--- src/rtl/cfg_ctrl_pkg.sv ---
// Shared types and constants for the configuration-chain loader.
package cfg_ctrl_pkg;

  typedef enum logic [1:0] {
    StIdle,
    StFetch,
    StShift,
    StDrain
  } cfg_state_e;

  localparam logic [1:0] ERR_NONE     = 2'b00;
  localparam logic [1:0] ERR_UNDERRUN = 2'b01;
  localparam logic [1:0] ERR_TIMEOUT  = 2'b10;
  localparam logic [1:0] ERR_ABORT    = 2'b11;

endpackage

--- src/rtl/cfg_word_skid.sv ---
// One-entry prefetch buffer holding the next host word while the current one shifts out.
module cfg_word_skid #(
  parameter int unsigned WIDTH = 16
) (
  input  logic             clk,
  input  logic             crst_n,
  input  logic             flush,
  input  logic             push_valid,
  output logic             push_ready,
  input  logic [WIDTH-1:0] push_data,
  input  logic             load,
  output logic             out_valid,
  output logic [WIDTH-1:0] out_data
);

  logic             full_q;
  logic [WIDTH-1:0] data_q;

  assign push_ready = ~full_q;
  assign out_valid  = full_q;
  assign out_data   = data_q;

  // Flush beats a push; a push only lands when empty, so it never meets a load.
  always_ff @(posedge clk or negedge crst_n) begin
    if (!crst_n) begin
      full_q <= 1'b0;
      data_q <= '0;
    end else if (flush) begin
      full_q <= 1'b0;
    end else if (push_valid && !full_q) begin
      full_q <= 1'b1;
      data_q <= push_data;
    end else if (load) begin
      full_q <= 1'b0;
    end
  end

endmodule

--- src/rtl/cfg_chain_loader.sv ---
// Serializes host words MSB first onto the config shift chain and confirms the frame
// marker returns from the chain tail before a timeout.
module cfg_chain_loader
  import cfg_ctrl_pkg::*;
#(
  parameter int unsigned WORD_WIDTH = 16,
  parameter int unsigned LEN_WIDTH  = 16,
  parameter int unsigned TIMEOUT    = 4096
) (
  input  logic                  clk,
  input  logic                  crst_n,
  input  logic                  start,
  input  logic [LEN_WIDTH-1:0]  num_words,
  input  logic                  abort,
  input  logic                  word_valid,
  input  logic [WORD_WIDTH-1:0] word_data,
  output logic                  word_ready,
  output logic                  cfg_in_start,
  output logic                  cfg_bit_in,
  input  logic                  cfg_out_start,
  output logic                  busy,
  output logic                  done,
  output logic                  error,
  output logic [1:0]            err_code
);

  localparam int unsigned TW = (TIMEOUT > 2) ? $clog2(TIMEOUT) : 1;
  localparam int unsigned BW = (WORD_WIDTH > 2) ? $clog2(WORD_WIDTH) : 1;
  localparam logic [TW-1:0]        T_MAX   = TW'(TIMEOUT - 1);
  localparam logic [TW-1:0]        T_ONE   = TW'(1);
  localparam logic [BW-1:0]        BIT_MAX = BW'(WORD_WIDTH - 1);
  localparam logic [BW-1:0]        BIT_ONE = BW'(1);
  localparam logic [LEN_WIDTH-1:0] LEN_ONE = LEN_WIDTH'(1);

  cfg_state_e            state_q;
  logic [WORD_WIDTH-1:0] shreg_q;
  logic [BW-1:0]         bit_cnt_q;
  logic [LEN_WIDTH-1:0]  num_q;
  logic [LEN_WIDTH-1:0]  acc_q;
  logic [TW-1:0]         tcnt_q;
  logic                  flag_q;

  logic                  buf_ready, buf_valid, buf_push, buf_load, buf_flush;
  logic [WORD_WIDTH-1:0] buf_data;
  logic                  in_shift, last_bit, words_left, cap_en, flag_now;

  assign busy       = (state_q != StIdle);
  assign in_shift   = (state_q == StShift);
  assign last_bit   = in_shift && (bit_cnt_q == BIT_MAX);
  assign words_left = (acc_q < num_q);
  assign word_ready = (state_q == StFetch) || (in_shift && buf_ready && words_left);
  // Chain is cleared between loads, so the shift register MSB is the serial output.
  assign cfg_bit_in = shreg_q[WORD_WIDTH-1];

  // The marker's own cycle is excluded; the chain can only echo it afterwards.
  assign cap_en   = (in_shift && !cfg_in_start) || (state_q == StDrain);
  assign flag_now = flag_q || (cap_en && cfg_out_start);

  assign buf_push  = in_shift && word_valid && words_left && !abort;
  assign buf_load  = last_bit && !abort;
  assign buf_flush = (busy && abort) || (last_bit && !buf_valid);

  cfg_word_skid #(
    .WIDTH(WORD_WIDTH)
  ) u_skid (
    .clk       (clk),
    .crst_n    (crst_n),
    .flush     (buf_flush),
    .push_valid(buf_push),
    .push_ready(buf_ready),
    .push_data (word_data),
    .load      (buf_load),
    .out_valid (buf_valid),
    .out_data  (buf_data)
  );

  // Load FSM with counters, sticky return flag and registered status outputs.
  always_ff @(posedge clk or negedge crst_n) begin
    if (!crst_n) begin
      state_q      <= StIdle;
      shreg_q      <= '0;
      bit_cnt_q    <= '0;
      num_q        <= '0;
      acc_q        <= '0;
      tcnt_q       <= '0;
      flag_q       <= 1'b0;
      cfg_in_start <= 1'b0;
      done         <= 1'b0;
      error        <= 1'b0;
      err_code     <= ERR_NONE;
    end else begin
      done         <= 1'b0;
      error        <= 1'b0;
      cfg_in_start <= 1'b0;
      if (busy && abort) begin
        state_q  <= StIdle;
        shreg_q  <= '0;
        flag_q   <= 1'b0;
        error    <= 1'b1;
        err_code <= ERR_ABORT;
      end else begin
        case (state_q)
          StIdle: begin
            if (start) begin
              err_code <= ERR_NONE;
              if (num_words == '0) begin
                done <= 1'b1;
              end else begin
                num_q   <= num_words;
                acc_q   <= '0;
                state_q <= StFetch;
              end
            end
          end
          StFetch: begin
            if (word_valid) begin
              shreg_q      <= word_data;
              bit_cnt_q    <= '0;
              acc_q        <= acc_q + LEN_ONE;
              flag_q       <= 1'b0;
              tcnt_q       <= '0;
              cfg_in_start <= 1'b1;
              state_q      <= StShift;
            end
          end
          StShift: begin
            flag_q <= flag_now;
            if (buf_push && buf_ready) acc_q <= acc_q + LEN_ONE;
            if (last_bit) begin
              bit_cnt_q <= '0;
              if (buf_valid) begin
                shreg_q <= buf_data;
              end else begin
                shreg_q <= '0;
                if (words_left) begin
                  error    <= 1'b1;
                  err_code <= ERR_UNDERRUN;
                  state_q  <= StIdle;
                end else if (flag_now) begin
                  done    <= 1'b1;
                  state_q <= StIdle;
                end else begin
                  // Counter measures cycles since the last bit, which was this one.
                  tcnt_q  <= T_ONE;
                  state_q <= StDrain;
                end
              end
            end else begin
              shreg_q   <= {shreg_q[WORD_WIDTH-2:0], 1'b0};
              bit_cnt_q <= bit_cnt_q + BIT_ONE;
            end
          end
          StDrain: begin
            flag_q <= flag_now;
            if (flag_now) begin
              done    <= 1'b1;
              state_q <= StIdle;
            end else if (tcnt_q == T_MAX) begin
              error    <= 1'b1;
              err_code <= ERR_TIMEOUT;
              state_q  <= StIdle;
            end else begin
              tcnt_q <= tcnt_q + T_ONE;
            end
          end
          default: state_q <= StIdle;
        endcase
      end
    end
  end

endmodule

--- config.mk ---
export PLATFORM = sky130hd
export DESIGN_NAME = cfg_chain_loader
export DESIGN_NICKNAME = d
export VERILOG_FILES = /design/src/rtl/cfg_ctrl_pkg.sv /design/src/rtl/cfg_word_skid.sv /design/src/rtl/cfg_chain_loader.sv
export SDC_FILE = /design/constraint.sdc
export NUM_CORES = 1
export LEC_CHECK = 0
export CAP_MARGIN = 5
export CORE_MARGIN = 2
export CORE_UTILIZATION = 45
export CTS_CLUSTER_SIZE = 28
export DETAILED_ROUTE_END_ITERATION = 12
export HOLD_SLACK_MARGIN = 0.15
export PLACE_DENSITY_LB_ADDON = 0.08
export SKIP_LAST_GASP = 1
export SLEW_MARGIN = 0
export SYNTH_ARGS = -nofsm -noshare
export SYNTH_HDL_FRONTEND = slang
export SYNTH_SLANG_ARGS = --single-unit
--- constraint.sdc ---
create_clock -name clk -period 3.7 [get_ports clk]
set_input_delay 0.74 -clock clk [delete_from_list [all_inputs] [get_ports clk]]
set_output_delay 0.74 -clock clk [all_outputs]
set_load 0.005 [all_outputs]
==> reports/results.ini, run 1 <==
[grt]
antenna_found_initial=0
overflow=0
grt_pass1_wl_mm=22.0
grt_max_degree=36
grt_usage_pct=21.5
grt_pass1_vias=4470

[timing]
fmax_ghz=0.281
fin_crit_sh_pct=96.1
slew_headroom_pct=34.9
slew_viol_final=0
finalHoldViolCount=0
skew_ns=0.00601
fin_tns_setup_ns=0
setup_viol=0
grt_setup_unrepaired=no
tightest_slew_ns=0.974
fin_crit_ns=3.56

[setup_path]
reg2reg_to=u_skid.out_data[2]
cp_num_buf_inv=1
critPathSlowestCell=or4_1
cp.arrival_ns=2.82
r2r-start=acc_q[9]
path_class=flip-flop to output pin
reg2regPathDepth=8
end_kind=output pin
path_max_fanout=6
ff2ff_setup_slack_ns=0.70
required_ns=2.96
max_stage_delay_ns=0.51
start_kind=flip-flop
critical-path-top-delay-family=simple AND/OR/NAND/NOR gates
crit_path_cell_trace=ha_4 -> nand4_2 -> or3_4 -> or4_1 -> nand4_1 -> o21bai_1 -> clkdlybuf4s50_1

[finish]
post-route-cell-area_um2=6200
fillers=1079
synthToLayoutAreaGrowth_pct=18.1
drive_above_1_share_pct=10.1
fin_nets=693
diodes=0

[logic_synthesis]
ys_seq_elements=89
yosysWarnings=0
async_flop_share_pct=100
synth-edff-count=0
synth-seq-area-share_pct=42.4
netlist_instances=595
synth_cell_types=58
synth_top_flop_cell=dfrtp_1
synthesis.nets=657
syn_area_per_cell_um2=8.83
synth_area_um2=5250

[place]
gp_congestion=0.896
dp_hpwl_mm=9.07
dpl_cell_area_um2=5860
io_buffers=45

[power_and_ir_drop]
power_density_nw_per_um2=818
switchingPower_uw=2110
netSwitchingFraction_pct=41.6
seqPwrFrac_pct=33.4
leakage_uw=0.00264
p_int_uw=2960
power_frac_clock_pct=18.9
max-vdd-ir-drop_v=0.000422
p_comb_share_pct=47.7
total_power_uw=5070

[clocking]
clock-sinks=89
htree_levels=3
insertion_delay_ns=0.35
cts_hold_buffers=0
clock-root-buffer=clkbuf_16
cts_buffers=9
cts.path.max_buffers=2
path_clk_slew_ns=0.06
cts_tree=done

[route]
dr.pass1.iters=7
via_count=4682
ant_nets=0
wirelength_mm=13.1
drt_iter0_drc=293
via_per_inst=6.01
wl_per_cell_um=16.8
drcViolationCount=0

[die]
fp-row-count=39
io_pins=46
core_um2=11400
dieArea_um2=12500
initial_core_util_pct=46.0
die_h_um=112
die_x_um=112

[hold_path]
holdCritPathClass=input pin to async pin

[run_status]
outcome=complete, no violations

[run]
cap_violations=0

[worst reg2reg max path, cell delays in order (launching register included)]
cell      delay, ns
dfrtp_1        0.47
ha_1           0.34
a21oi_2        0.14
nor3_1         0.06
nor4_1         0.47
nand3_1        0.46
a211oi_2       0.27
buf_4          0.30
mux2_2         0.37
[metrics by stage]
step / setup slack, ns / cells / hold slack, ns / util [%]
detailed placement: 0.421 / 763 / 0.497 / 51.3
floorplan: 0.869 / 595 / 0.444 / -
global placement: 0.482 / 763 / 0.484 / 51.3
CTS: 0.0704 / 779 / 0.323 / 54.1
finish: 0.143 / 779 / 0.312 / 54.3
global route: 0.00517 / 779 / 0.344 / 54.3
[worst max-delay path by stage]
stage | from | depth (start not counted) | slack (ns) | endpoint
after floorplan | acc_q[9] | 10 | 0.87 | acc_q[11]
after global placement | acc_q[15] | 7 | 0.48 | word_ready
after detailed placement | num_words[10] | 7 | 0.42 | acc_q[0]
after CTS | acc_q[13] | 7 | 0.07 | word_ready
after global routing | acc_q[13] | 7 | 0.005 | word_ready
final | acc_q[13] | 7 | 0.14 | word_ready
[cell usage after synthesis, drive strengths merged, types with 5 or more instances]
cell	instances	area [um^2]
and3	10	62.6
nor4	17	106
nor2	54	203
a211o	16	140
mux2	18	203
nor3	13	65.1
ha	24	300
or3	13	81.3
o211ai	6	45.0
nand2b	6	37.5
dfrtp	89	2230
a21oi	36	184
nand3	41	205
buf	6	41.3
a311oi	16	140
inv	26	97.6
nand4	12	81.3
o21ai	32	160
or4	5	41.3
nand2	69	259
clkbuf	29	109
[kinds of logic (layout without fill, tap and decap cells)]
kind of cell	Yosys count	after routing	synth area share [%]
buf+inv	61	102	4.72
compound gates	142	142	18.4
flops	89	89	42.4
mux	20	20	4.24
fa+ha+maj	24	24	5.72
simple gates	259	259	24.5
[sequential cells by signal, summed over array words and instances (netlist names), 2 cells and up]
signal           flops
acc_q               16
u_skid.out_data     16
err_code             2
state_q              2
num_q               16
tcnt_q              12
shreg_q             16
bit_cnt_q            4
[layer usage]
| layer | wire (um) | share of wire (%) | track usage, % |
|---|---|---|---|
| met2 | 6250 | 48 | 35.3 |
| met1 | 6210 | 47 | 29.1 |
| met4 | 213 | 1.6 | 7.89 |
| met5 | 0 | 0 | 0 |
| met3 | 427 | 3.3 | 3.19 |
[cell usage in the layout, fill, tap and decap left out, types with 4 or more instances in the layout]
master / count
a211o_1: 16
a21o_1: 4
a21oi_1: 35
a311oi_1: 16
a31oi_1: 4
and3_1: 10
buf_4: 15
clkbuf_16: 9
clkdlybuf4s50_1: 44
dfrtp_1: 88
ha_1: 22
inv_1: 26
mux2_2: 18
nand2_1: 69
nand2b_1: 6
nand3_1: 41
nand4_1: 11
nor2_1: 54
nor3_1: 13
nor4_1: 17
o211ai_1: 6
o21ai_0: 32
or3_1: 12
or4_1: 4
[power by group through the flow]
stage,combinational [uW],clock [uW],sequential [uW]
after detailed placement,2380,0,1700
after CTS,2390,987,1680
after global placement,2320,0,1690
final,2420,961,1690
after global routing,2710,1020,1750
after floorplan,1750,0,1600
[repair_timing]
item	CTS	global route
buffers inserted	0	0
gates resized for setup	0	4
endpoints found under the setup margin	0	1
[cell type report]
cell class	instances	area [um^2]	share of cell area, %
clock inverters	4	50.0	0.807
well taps	143	179	2.88
flip-flops and latches	89	2230	35.9
multi-input cells	445	2810	45.3
inverters	26	97.6	1.57
repair buffers	60	573	9.24
clock buffers	12	267	4.30
Power figures use the tool's default switching activity.
==> run 2: changes to the inputs <==
- CORE_UTILIZATION: 45 -> 40
==> reports/results.ini, run 2 (synthesis gave the netlist of run 1 again) <==
[grt]
grt_usage_pct=19.8
grt_pass1_vias=4582
grt_max_degree=69
overflow=0
grt_pass1_wl_mm=22.7
antenna_found_initial=0

[clocking]
clock-sinks=89
htree_levels=3
cts_buffers=9
postCtsSetupRepairBufs=0
clock-root-buffer=clkbuf_16
cts_hold_buffers=0
path_clk_slew_ns=0.06
cts_tree=done
insertion_delay_ns=0.35
cts.path.max_buffers=2

[power_and_ir_drop]
switchingPower_uw=2120
max-vdd-ir-drop_v=0.000416
p_comb_share_pct=46.1
power_density_nw_per_um2=832
power_frac_clock_pct=21.3
leakage_uw=0.00268
seqPwrFrac_pct=32.6
p_int_uw=3100
netSwitchingFraction_pct=40.6

[route]
wirelength_mm=13.4
via_per_inst=5.81
via_count=4703
wl_per_cell_um=16.5
drcViolationCount=0
drt_iter0_drc=353
dr.pass1.iters=5
ant_nets=0

[finish]
drive_above_1_share_pct=9.89
fillers=1258
final_common_cell=dfrtp_1
diodes=0
final_cell_mix=dfrtp_1 (88), nand2_1 (69), nor2_1 (54)
synthToLayoutAreaGrowth_pct=19.6
fin_nets=694

[setup_path]
cp.arrival_ns=2.67
required_ns=2.96
path_class=flip-flop to output pin
ff2ff_setup_slack_ns=0.62
reg2reg_to=tcnt_q[2]
r2r-start=acc_q[13]
reg2regPathDepth=8
end_kind=output pin
start_kind=flip-flop
path_max_fanout=6

[die]
io_pins=46
fp-row-count=41
die_h_um=119
die_x_um=119
core_um2=12700
dieArea_um2=14100
initial_core_util_pct=41.3

[hold_path]
hold_end=bit_cnt_q[1]
hold_start=bit_cnt_q[1]
holdCritPathClass=flip-flop to flip-flop
whs_path_depth=2

[timing]
slew_headroom_pct=37.3
fmax_ghz=0.293
tightest_slew_ns=0.938
skew_ns=0.00926
fin_crit_sh_pct=92.1
finalHoldViolCount=0
worst_slack_ns=0.293
grt_setup_unrepaired=no
slew_viol_final=0
fin_tns_setup_ns=0
fin_crit_ns=3.41
setup_viol=0

[place]
dp_hpwl_mm=9.20
io_buffers=45
gp_congestion=0.837
dp_slack_ns=0.374

[run]
cap_violations=0

[run_status]
outcome=complete, no violations

run 2: cell count changes in the layout (fill, tap and decap cells not counted), sizes merged:
cell / before / now
buf: 16 / 17
clkdlybuf4s50: 44 / 43
clkinvlp: 2 / 0
clkinv: 1 / 2
dlymetal6s2s: 0 / 1
clkbuf: 12 / 10
bufinv: 1 / 4
run 2: repair_timing:
action | in CTS | in global routing
gates resized for setup | 1 | 3
hold endpoints to repair | 0 | 0
endpoints found under the setup margin | 1 | 1
pin swaps | 1 | 0
run 2: final cells by class:
cell class	count	area, um^2	area share (%)
clock buffer	10	229	3.65
clock inverter	6	130	2.07
inverter	26	97.6	1.55
multi-input combinational	445	2800	44.5
sequential	89	2230	35.5
tap	172	215	3.43
timing repair buffer	61	583	9.28
run 2: per-stage QoR:
step | util (%) | instance area (um^2) | std cells | power [uW] | hold WS, ns
2_1_floorplan | - | 5250 | 595 | 3350 | 0.444
3_3_place_gp | 46.4 | 5900 | 793 | 4050 | 0.483
3_5_place_dp | 46.4 | 5900 | 793 | 4110 | 0.491
4_1_cts | 49.2 | 6260 | 809 | 5250 | 0.504
5_1_grt | 49.4 | 6280 | 809 | 5650 | 0.520
6_report | 49.4 | 6280 | 809 | 5220 | 0.503
run 2: critical path: stages, from the launching register on:
cell and delay [ns]:
dfrtp_2 0.43, ha_1 0.33, nand4_2 0.14, or3_4 0.44, or4_1 0.50, nand4_1 0.21, o21bai_1 0.08, dlymetal6s2s_1 0.19
run 2: routing by layer:
metal	up-vias	GRT usage, %	wire length, um
li1	2264	-	-
met1	2308	25.8	6150
met2	120	32.5	6470
met3	11	5.65	617
met4	0	4.76	127
met5	-	0	0
run 2: worst max path at each step:
stage / depth (start not counted) / endpoint / start / slack [ns]
finish: 7 / word_ready / acc_q[13] / 0.29
global route: 7 / word_ready / acc_q[13] / 0.15
CTS: 7 / word_ready / acc_q[13] / 0.0009
detailed placement: 7 / word_ready / acc_q[13] / 0.37
global placement: 7 / word_ready / acc_q[15] / 0.40
floorplan: 10 / acc_q[11] / acc_q[9] / 0.87
run 2: power by group through the flow:
stage | logic [uW] | registers [uW] | clock network, uW
finish | 2410 | 1700 | 1110
global route | 2700 | 1760 | 1180
CTS | 2410 | 1700 | 1140
detailed placement | 2390 | 1710 | 0
global placement | 2350 | 1700 | 0
floorplan | 1750 | 1600 | 0
